<file path="config.mk">
export PLATFORM = sky130hd
export DESIGN_NAME = dest_drain_arbiter
export DESIGN_NICKNAME = d
export VERILOG_FILES = /design/src/rtl/dest_drain_arbiter_pkg.sv /design/src/rtl/dest_drain_arbiter_out_skid_fifo.sv /design/src/rtl/dest_drain_arbiter.sv
export SDC_FILE = /design/constraint.sdc
export NUM_CORES = 1
export LEC_CHECK = 0
export ABC_AREA = 1
export CORE_MARGIN = 2
export CORE_UTILIZATION = 25
export DETAILED_ROUTE_END_ITERATION = 12
export PLACE_DENSITY_LB_ADDON = 0.08
export SLEW_MARGIN = 10
export SYNTH_ARGS = -nofsm -noshare
export SYNTH_HDL_FRONTEND = slang
export SYNTH_SLANG_ARGS = --single-unit
</file>
<file path="constraint.sdc">
create_clock -name clk -period 2.2 [get_ports clk]
set_input_delay 0.33 -clock clk [delete_from_list [all_inputs] [get_ports clk]]
set_output_delay 0.33 -clock clk [all_outputs]
set_load 0.005 [all_outputs]
</file>
<file path="src/rtl/dest_drain_arbiter_pkg.sv">
// Shared types and constants for the D0/D1 destination drain arbiter.
package dest_drain_arbiter_pkg;

  localparam int unsigned BW_DEF     = 6;
  localparam int unsigned WGT_W_DEF  = 4;
  localparam int unsigned SKID_DEPTH = 2;
  localparam int unsigned OCC_W      = 2;
  localparam int unsigned CNT_W      = 8;

  localparam logic SRC_D0 = 1'b0;
  localparam logic SRC_D1 = 1'b1;

  typedef enum logic [1:0] {
    IDLE = 2'd0,
    SRV0 = 2'd1,
    SRV1 = 2'd2
  } state_e;

endpackage

</file>
<file path="src/rtl/dest_drain_arbiter_out_skid_fifo.sv">
// Two-entry {src,data} output FIFO; absorbs the word still in flight from a
// FIFO read when downstream stalls.
module dest_drain_arbiter_out_skid_fifo
  import dest_drain_arbiter_pkg::*;
#(
  parameter int unsigned W = BW_DEF + 1
) (
  input  logic             clk,
  input  logic             reset_L,
  input  logic             push_i,
  input  logic [W-1:0]     push_data_i,
  input  logic             pop_i,
  output logic             valid_o,
  output logic [W-1:0]     head_o,
  output logic [OCC_W-1:0] occ_o
);

  logic [W-1:0]     mem0_q;
  logic [W-1:0]     mem1_q;
  logic             wr_ptr_q;
  logic             rd_ptr_q;
  logic [OCC_W-1:0] occ_q;
  logic             do_push;
  logic             do_pop;

  assign do_pop  = pop_i & (occ_q != '0);
  assign do_push = push_i & ((occ_q != OCC_W'(SKID_DEPTH)) | do_pop);

  always_ff @(posedge clk or negedge reset_L) begin
    if (!reset_L) begin
      mem0_q   <= '0;
      mem1_q   <= '0;
      wr_ptr_q <= 1'b0;
      rd_ptr_q <= 1'b0;
      occ_q    <= '0;
    end else begin
      if (do_push) begin
        if (wr_ptr_q) mem1_q <= push_data_i;
        else          mem0_q <= push_data_i;
        wr_ptr_q <= ~wr_ptr_q;
      end
      if (do_pop) rd_ptr_q <= ~rd_ptr_q;
      case ({do_push, do_pop})
        2'b10:   occ_q <= occ_q + OCC_W'(1);
        2'b01:   occ_q <= occ_q - OCC_W'(1);
        default: occ_q <= occ_q;
      endcase
    end
  end

  assign head_o  = rd_ptr_q ? mem1_q : mem0_q;
  assign valid_o = (occ_q != '0);
  assign occ_o   = occ_q;

endmodule

</file>
<file path="src/rtl/dest_drain_arbiter.sv">
// Weighted round-robin drain of the D0/D1 destination FIFOs onto one valid/ready
// channel. Optional per-source delivery counters when DRAIN_CNT_EN is defined.
module dest_drain_arbiter
  import dest_drain_arbiter_pkg::*;
#(
  parameter int unsigned BW    = BW_DEF,
  parameter int unsigned WGT_W = WGT_W_DEF
) (
  input  logic             clk,
  input  logic             reset_L,
  input  logic             active_out,
  input  logic             D0_empty,
  input  logic             D0_error_output,
  input  logic [BW-1:0]    D0_data_out,
  output logic             D0_rd,
  input  logic             D1_empty,
  input  logic             D1_error_output,
  input  logic [BW-1:0]    D1_data_out,
  output logic             D1_rd,
  input  logic [WGT_W-1:0] Weight_D0,
  input  logic [WGT_W-1:0] Weight_D1,
  output logic             Out_valid,
  input  logic             Out_ready,
  output logic [BW-1:0]    Out_data,
  output logic             Out_src,
  output logic [1:0]       Err_seen
`ifdef DRAIN_CNT_EN
  ,
  output logic [CNT_W-1:0] Cnt_D0,
  output logic [CNT_W-1:0] Cnt_D1
`endif
);

  localparam int unsigned ENT_W = BW + 1;

  function automatic logic [WGT_W-1:0] eff_wgt(input logic [WGT_W-1:0] w);
    return (w == '0) ? WGT_W'(1) : w;
  endfunction

  state_e           state_q, state_d;
  logic [WGT_W-1:0] cnt_q, cnt_d;
  logic [WGT_W-1:0] wgt_q, wgt_d;
  logic [WGT_W-1:0] cnt_inc;
  logic             inflight_q;
  logic             inflight_src_q;
  logic [1:0]       err_q;
  logic             rd0_c, rd1_c;
  logic             elig0_c, elig1_c;
  logic             deq_c;
  logic             pop_ok_c;
  logic [2:0]       load_c;
  logic [OCC_W-1:0] occ;
  logic             skid_valid;
  logic [ENT_W-1:0] head;
  logic [ENT_W-1:0] push_word;

  // A FIFO that has ever flagged an error stays out of arbitration until reset.
  assign elig0_c = ~D0_empty & ~D0_error_output & ~err_q[0];
  assign elig1_c = ~D1_empty & ~D1_error_output & ~err_q[1];

  assign deq_c    = skid_valid & Out_ready;
  assign load_c   = 3'(occ) + 3'(inflight_q);
  assign pop_ok_c = active_out & (load_c <= (3'd1 + 3'(deq_c)));
  assign cnt_inc  = cnt_q + WGT_W'(1);

  always_comb begin
    state_d = state_q;
    cnt_d   = cnt_q;
    wgt_d   = wgt_q;
    rd0_c   = 1'b0;
    rd1_c   = 1'b0;
    unique case (state_q)
      IDLE: begin
        if (elig0_c) begin
          state_d = SRV0;
          cnt_d   = '0;
          wgt_d   = eff_wgt(Weight_D0);
        end else if (elig1_c) begin
          state_d = SRV1;
          cnt_d   = '0;
          wgt_d   = eff_wgt(Weight_D1);
        end
      end
      SRV0: begin
        if (!elig0_c) begin
          cnt_d = '0;
          if (elig1_c) begin
            state_d = SRV1;
            wgt_d   = eff_wgt(Weight_D1);
          end else begin
            state_d = IDLE;
          end
        end else if (pop_ok_c) begin
          rd0_c = 1'b1;
          if (cnt_inc >= wgt_q) begin
            cnt_d = '0;
            if (elig1_c) begin
              state_d = SRV1;
              wgt_d   = eff_wgt(Weight_D1);
            end else begin
              wgt_d   = eff_wgt(Weight_D0);
            end
          end else begin
            cnt_d = cnt_inc;
          end
        end
      end
      SRV1: begin
        if (!elig1_c) begin
          cnt_d = '0;
          if (elig0_c) begin
            state_d = SRV0;
            wgt_d   = eff_wgt(Weight_D0);
          end else begin
            state_d = IDLE;
          end
        end else if (pop_ok_c) begin
          rd1_c = 1'b1;
          if (cnt_inc >= wgt_q) begin
            cnt_d = '0;
            if (elig0_c) begin
              state_d = SRV0;
              wgt_d   = eff_wgt(Weight_D0);
            end else begin
              wgt_d   = eff_wgt(Weight_D1);
            end
          end else begin
            cnt_d = cnt_inc;
          end
        end
      end
      default: state_d = IDLE;
    endcase
  end

  always_ff @(posedge clk or negedge reset_L) begin
    if (!reset_L) begin
      state_q        <= IDLE;
      cnt_q          <= '0;
      wgt_q          <= '0;
      inflight_q     <= 1'b0;
      inflight_src_q <= SRC_D0;
      err_q          <= 2'b00;
    end else begin
      state_q        <= state_d;
      cnt_q          <= cnt_d;
      wgt_q          <= wgt_d;
      inflight_q     <= rd0_c | rd1_c;
      inflight_src_q <= rd1_c ? SRC_D1 : SRC_D0;
      err_q          <= err_q | {D1_error_output, D0_error_output};
    end
  end

  // FIFO read data is valid the cycle after rd, so capture uses the registered source tag.
  assign push_word = {inflight_src_q, (inflight_src_q == SRC_D1) ? D1_data_out : D0_data_out};

  dest_drain_arbiter_out_skid_fifo #(
    .W (ENT_W)
  ) u_skid (
    .clk         (clk),
    .reset_L     (reset_L),
    .push_i      (inflight_q),
    .push_data_i (push_word),
    .pop_i       (deq_c),
    .valid_o     (skid_valid),
    .head_o      (head),
    .occ_o       (occ)
  );

  assign D0_rd     = rd0_c;
  assign D1_rd     = rd1_c;
  assign Out_valid = skid_valid;
  assign Out_src   = head[BW];
  assign Out_data  = head[BW-1:0];
  assign Err_seen  = err_q;

`ifdef DRAIN_CNT_EN
  logic [CNT_W-1:0] cnt_d0_q;
  logic [CNT_W-1:0] cnt_d1_q;

  always_ff @(posedge clk or negedge reset_L) begin
    if (!reset_L) begin
      cnt_d0_q <= '0;
      cnt_d1_q <= '0;
    end else if (deq_c) begin
      if (Out_src == SRC_D1) cnt_d1_q <= cnt_d1_q + CNT_W'(1);
      else                   cnt_d0_q <= cnt_d0_q + CNT_W'(1);
    end
  end

  assign Cnt_D0 = cnt_d0_q;
  assign Cnt_D1 = cnt_d1_q;
`endif

endmodule

</file>
After elaboration in Yosys (flattened, before gate mapping)

Index checks and enable logic that the tools add are counted.

Latch bits: 0
RAM bits: 0
ROM bits: 0
Input port bits: 28
Memories kept: 0
Register bits after elaboration: 32

Add/subtract/negate cells: 5
Multiplexer cells: 42
Order comparisons: 2
Equal/unequal tests: 12
Multipliers: 0
Div/mod/pow operators: 0
Shift-type cells: 0
Reduce and logical (&&, ||, !) cells: 11
Bitwise gates (word level): 19

Operator list:

| kind                  | count |
|---|---|
| $mux W4               | 19 |
| $pmux W4 S3           | 2 |
| $ne A3 B3 Y1 const B  | 7 |
| $mux W2               | 10 |
| $and A1 B1 Y1         | 8 |
| $logic_not A4 Y1      | 2 |
| $not A1 Y1            | 8 |
| $mux W1               | 7 |
| $mux W7               | 1 |
| $mux W6               | 1 |
| $pmux W2 S3           | 1 |
| $reduce_and A2 Y1     | 3 |
| $reduce_and A6 Y1     | 1 |
| $reduce_and A5 Y1     | 1 |
| $add A4 B1 Y4 const B | 1 |
| $eq A2 B1 Y1 const B  | 2 |
| $eq A2 B2 Y1 const B  | 2 |
| $ge A4 B4 Y1          | 1 |
| $pmux W2 S2           | 1 |
| $reduce_bool A2 Y1    | 2 |
| $add A2 B1 Y3         | 1 |
| $le A3 B2 Y1          | 1 |
| $reduce_bool A3 Y1    | 1 |
| $add A1 B1 Y2 const A | 1 |
| other kinds (6)       | 7 |

Logic depth before layout (Yosys ltp)

Word-level depth: 9
Mapped depth: 13
Depth with buffers taken out: 13

Modules after synthesis

A second synthesis with hierarchy kept.

Cell total of the unflattened synthesis: 327
Area total of the unflattened synthesis: 2,452.4 µm²

Modules (own cells, without submodules):

| module                           | cells each | area an instance (µm²) | instances |
|---|---|---|---|
| dest_drain_arbiter               | 217        | 1,520.2                | 1 |
| dest_drain_arbiter_out_skid_fifo | 110        | 932.1                  | 1 |

Worst setup path before layout

OpenSTA, ideal clock, no wires.

Path kind: reg-to-output
Start: register u_skid.occ_q[1] (netlist: u_skid.occ_o[1])
End: output port D1_rd
Arrival: 1.757 ns
Cell stages (with the launch flop): 10
Data required time: 1.870 ns
Slack: 0.113 ns
Path through: dfrtp_1 inv_1 nand2_1 nand2_1 fa_1 nand2_1 o21bai_1 nand2_1 nand2_1 nor3_1

Longest elaborated chain between the ends: 8
Elaborated cells on any way between the ends: 9

RTL lines:

| element                  | line                                   | text |
|---|---|---|
| start: declaration       | dest_drain_arbiter_out_skid_fifo.sv:22 | `logic [OCC_W-1:0] occ_q;` |
| start signal: assignment | dest_drain_arbiter_out_skid_fifo.sv:44 | `2'b10: occ_q <= occ_q + OCC_W'(1);` |
| start signal: assignment | dest_drain_arbiter_out_skid_fifo.sv:45 | `2'b01: occ_q <= occ_q - OCC_W'(1);` |
| start signal: assignment | dest_drain_arbiter_out_skid_fifo.sv:46 | `default: occ_q <= occ_q;` |
| $reduce_bool A2 Y1       | dest_drain_arbiter_out_skid_fifo.sv:52 | `assign valid_o = (occ_q != '0);` |
| net Out_valid            | dest_drain_arbiter.sv:22               | `output logic Out_valid,` |
| $and A1 B1 Y1            | dest_drain_arbiter.sv:61               | `assign deq_c = skid_valid & Out_ready;` |
| $add A1 B1 Y2            | dest_drain_arbiter.sv:63               | `assign pop_ok_c = active_out & (load_c <= (3'd1 + 3'(deq_c)));` |
| $le A3 B2 Y1             | dest_drain_arbiter.sv:63               |  |
| $and A1 B1 Y1            | dest_drain_arbiter.sv:63               |  |
| $mux W1                  | dest_drain_arbiter.sv:117              | `end else if (pop_ok_c) begin` |
| $mux W1                  | dest_drain_arbiter.sv:109              | `if (!elig1_c) begin` |
| $mux W1                  | dest_drain_arbiter.sv:72               | `unique case (state_q)` |
| end: declaration         | dest_drain_arbiter.sv:19               | `output logic D1_rd,` |

The timed path passes the listed nets, and every way through them passes these cells.

Final worst setup path

Start: register u_skid.occ_q[0] (netlist: u_skid.occ_o[0])
End: output port D0_rd

Longest elaborated chain between the ends: 8
Elaborated cells on any way between the ends: 9

RTL lines:

| element            | line                                   | text |
|---|---|---|
| $reduce_bool A2 Y1 | dest_drain_arbiter_out_skid_fifo.sv:52 |  |
| $and A1 B1 Y1      | dest_drain_arbiter.sv:61               |  |
| $add A1 B1 Y2      | dest_drain_arbiter.sv:63               |  |
| $le A3 B2 Y1 *     | dest_drain_arbiter.sv:63               |  |
| $and A1 B1 Y1 *    | dest_drain_arbiter.sv:63               |  |
| $mux W1 *          | dest_drain_arbiter.sv:93               | `end else if (pop_ok_c) begin` |
| $mux W1 *          | dest_drain_arbiter.sv:85               | `if (!elig0_c) begin` |
| $mux W1 *          | dest_drain_arbiter.sv:72               |  |
| end: declaration   | dest_drain_arbiter.sv:15               | `output logic D0_rd,` |

Every way passes the cells marked *; elsewhere a longest branch is shown, timed or not.

==> flow_summary.yaml <==
cells_and_area:
  areaGrowthSynthToFinish_pct: 39.4
  fillers: 966
  final-seq-area_um2: 802
  drive_gt1_share_pct: 21.3
  diodes: 0
  multiInputGateArea_um2: 1320
  nets: 413
logic_synthesis:
  synth_seq_cells: 32
  syn_nets: 347
  yosysTopAreaCellShare_pct: 36.0
  ys_seq_area_share_pct: 36.0
  syn_area_um2: 2220
  syn_avg_cell_area_um2: 7.32
  yosys_warnings: 0
  synth_area_leader_cell: "dfrtp_1"
  yosysUniqueCellTypes: 32
  synthTopCellsByArea: "dfrtp_1 (36%), nand2_1 (18%), ha_1 (7.9%), inv_1 (6.1%), nand3_1 (4.9%)"
  synthCells: 304
route:
  drtIter0Drc: 31
  first_pass_iters: 4
  drc_errors: 0
  vias_per_cell: 4.33
  routed_wl_mm: 5.45
  wl_per_cell_um: 11.4
  route.antenna.remaining_nets: 0
  vias: 2076
clock_network:
  h-tree-depth: 2
  cts_hold_buf: 0
  cts_buffers: 5
  clk_pin_slew_ps: 70
  cts_tree: "yes"
  root_buffer: "clkbuf_8"
  clk-insertion-delay-late_ps: 280
  clkSinkCount: 32
  clockBufferDepth: 2
die:
  rows: 34
  core_area_um2: 8680
  start_util_pct: 25.6
  die-width_um: 98.3
  die_area_um2: 9670
  dieHeight_um: 98.3
  io_pins: 40
worst_setup_path:
  crit_fanout: 3
  required_ps: 1870
  cpLargestDelayFamily: "adder cells"
  endpoint_kind: "primary output"
  r2r_end: "cnt_q[3]"
  cp-start-kind: "register"
  critPathArrivalTime_ps: 2000
  rr_worst_depth: 12
  worst_path_largest_cell_delay_ps: 500
  worstSetupPathType: "register to primary output"
  crit_chain: "ha_2 > fa_1 > nand2_1 > o21bai_1 > nand2_1 > nand2_2 > buf_6 > nor2_2 > buf_2"
  critical_path_buf_inv_count: 2
  cpMostUsedCell: "nand2_1"
  timing.rr.start: "u_skid.occ_o[0]"
  critical_path.slowest_cell: "fa_1"
  ff2ff_setup_slack_ps: 100
placement:
  port-buffer-count: 39
  place_ws_ps: -635
  dp_hpwl_mm: 4.26
  place_congestion: 0.796
global_route:
  antenna_found_initial: 0
  grt_max_degree: 33
  grt_pass1_wl_mm: 9.80
  track_usage_pct: 12.4
  gr-total-overflow: 0
  grt_pass1_vias: 2084
sta:
  drv_slew: 0
  setup_viol: 2
  max_freq_mhz: 430
  rsz0062_at_grt: "yes"
  finalCritPeriodShare_pct: 106
  finalHoldViolCount: 0
  fin_crit_ps: 2330
  fin_tns_setup_ps: -173
  tightest_slew_ps: 513
  finClkSkew_ps: 3.04
  slew-limit-headroom_pct: 65.8
  setup_slack_ps: -127
pwr:
  powerDensity_nw_per_um2: 637
  peakVddDrop_uv: 245
  p_leak_nw: 1.55
status:
  status: "finished, violations left"
  violations: "setup timing"
job:
  drv_cap: 0
hold_path:
  hp-class: "primary input to async pin"
-- layout by cell type, fill, tap and decap left out, types with 2 or more instances in the layout --
cell type	n
nor3_2	2
buf_2	2
nor2_2	9
nor2_4	2
nor2_1	14
nand2_4	3
inv_1	34
nand3_1	19
clkbuf_8	7
o21ai_1	6
a21oi_1	7
ha_1	11
nand3_2	2
buf_4	22
inv_2	6
nand3b_1	3
a21oi_2	2
dfrtp_1	31
clkdlybuf4s50_1	36
xor2_1	4
nand2_1	102
nand2_2	7
ha_2	2
o21ai_0	19
-- layout make-up --
cell class              instances  area share (%)
repair buffers                 62            17.9
flip-flops and latches         32            25.9
clock buffers                   7            3.11
clock inverters                 1           0.968
multi-input cells             227            42.6
inverters                      42            5.16
well taps                     108            4.36
-- power by group --
| part | total [mW] | internal, mW | leakage (nW) | switching (mW) |
|---|---|---|---|---|
| logic | 0.688 | 0.396 | 1.09 | 0.292 |
| registers | 0.670 | 0.618 | 0.392 | 0.0518 |
| clock network | 0.618 | 0.400 | 0.0645 | 0.219 |
-- per-stage QoR --
stage / utilization [%] / hold slack (ps) / cell area, um2 / power (mW) / std cells
final: 35.7 / 462 / 3100 / 1.98 / 479
after global routing: 35.7 / 492 / 3100 / 2.13 / 479
after CTS: 35.4 / 475 / 3070 / 2.05 / 481
after floorplan: - / 34.4 / 2220 / 0.921 / 304
after detailed placement: 33.2 / 460 / 2880 / 1.30 / 468
after global placement: 33.2 / 458 / 2880 / 1.29 / 468
-- flip-flops by register name (all words and copies together) (netlist names), 2 cells and up --
name and flops:
state_q 2, u_skid.mem1_q 7, u_skid.occ_o 2, cnt_q 4, wgt_q 4, u_skid.mem0_q 7, Err_seen 2
-- Yosys cell counts, drive strengths merged --
| library cell | n |
|---|---|
| nand2 | 112 |
| o21ai | 27 |
| nand3b | 3 |
| inv | 41 |
| nor2 | 25 |
| ha | 14 |
| o211ai | 1 |
| clkbuf | 1 |
| buf | 2 |
| o21bai | 2 |
| clkinv | 1 |
| fa | 1 |
| dfrtp | 32 |
| xnor2 | 1 |
| nor3 | 3 |
| a21oi | 10 |
| xor2 | 4 |
| nand3 | 22 |
| o31ai | 1 |
| o21a | 1 |
-- what timing repair did --
action	CTS	global route
setup endpoints to repair	5	12
endpoints found under the hold margin	0	0
resized for setup	19	13
pin swaps	6	11
buffers inserted	5	1
-- logic make-up (layout without fill, tap and decap cells) --
group / after synthesis / after routing / synth area share [%]
xor gates and xnor gates: 5 / 5 / 1.97
AOI/OAI and AO/OA: 42 / 42 / 12.4
DFF: 32 / 32 / 36.0
buffers and inverters: 45 / 112 / 7.99
adders and majority gates: 15 / 15 / 8.77
and+or+nand+nor: 165 / 165 / 32.9
-- layer usage --
metal  vias to the layer above  GRT usage [%]  part of all wire, %
li1                       1091              -                    -
met1                       932           16.1                   50
met2                        45           20.4                   44
met3                         8           2.79                  4.4
met4                         0           4.00                  1.6
met5                         -              0                    0
-- how the worst max path moves through the flow --
| stage | endpoint | slack, ps | from | depth (start not counted) |
|---|---|---|---|---|
| after global routing | D0_rd | -300 | u_skid.occ_o[0] | 11 |
| after floorplan | D1_rd | 110 | u_skid.occ_o[1] | 9 |
| after CTS | D0_rd | -200 | u_skid.occ_o[0] | 11 |
| after global placement | D1_rd | -620 | Out_ready | 8 |
| after detailed placement | D1_rd | -640 | Out_ready | 8 |
| final | D0_rd | -130 | u_skid.occ_o[0] | 9 |
No activity file was read; power rests on OpenSTA's default activity.
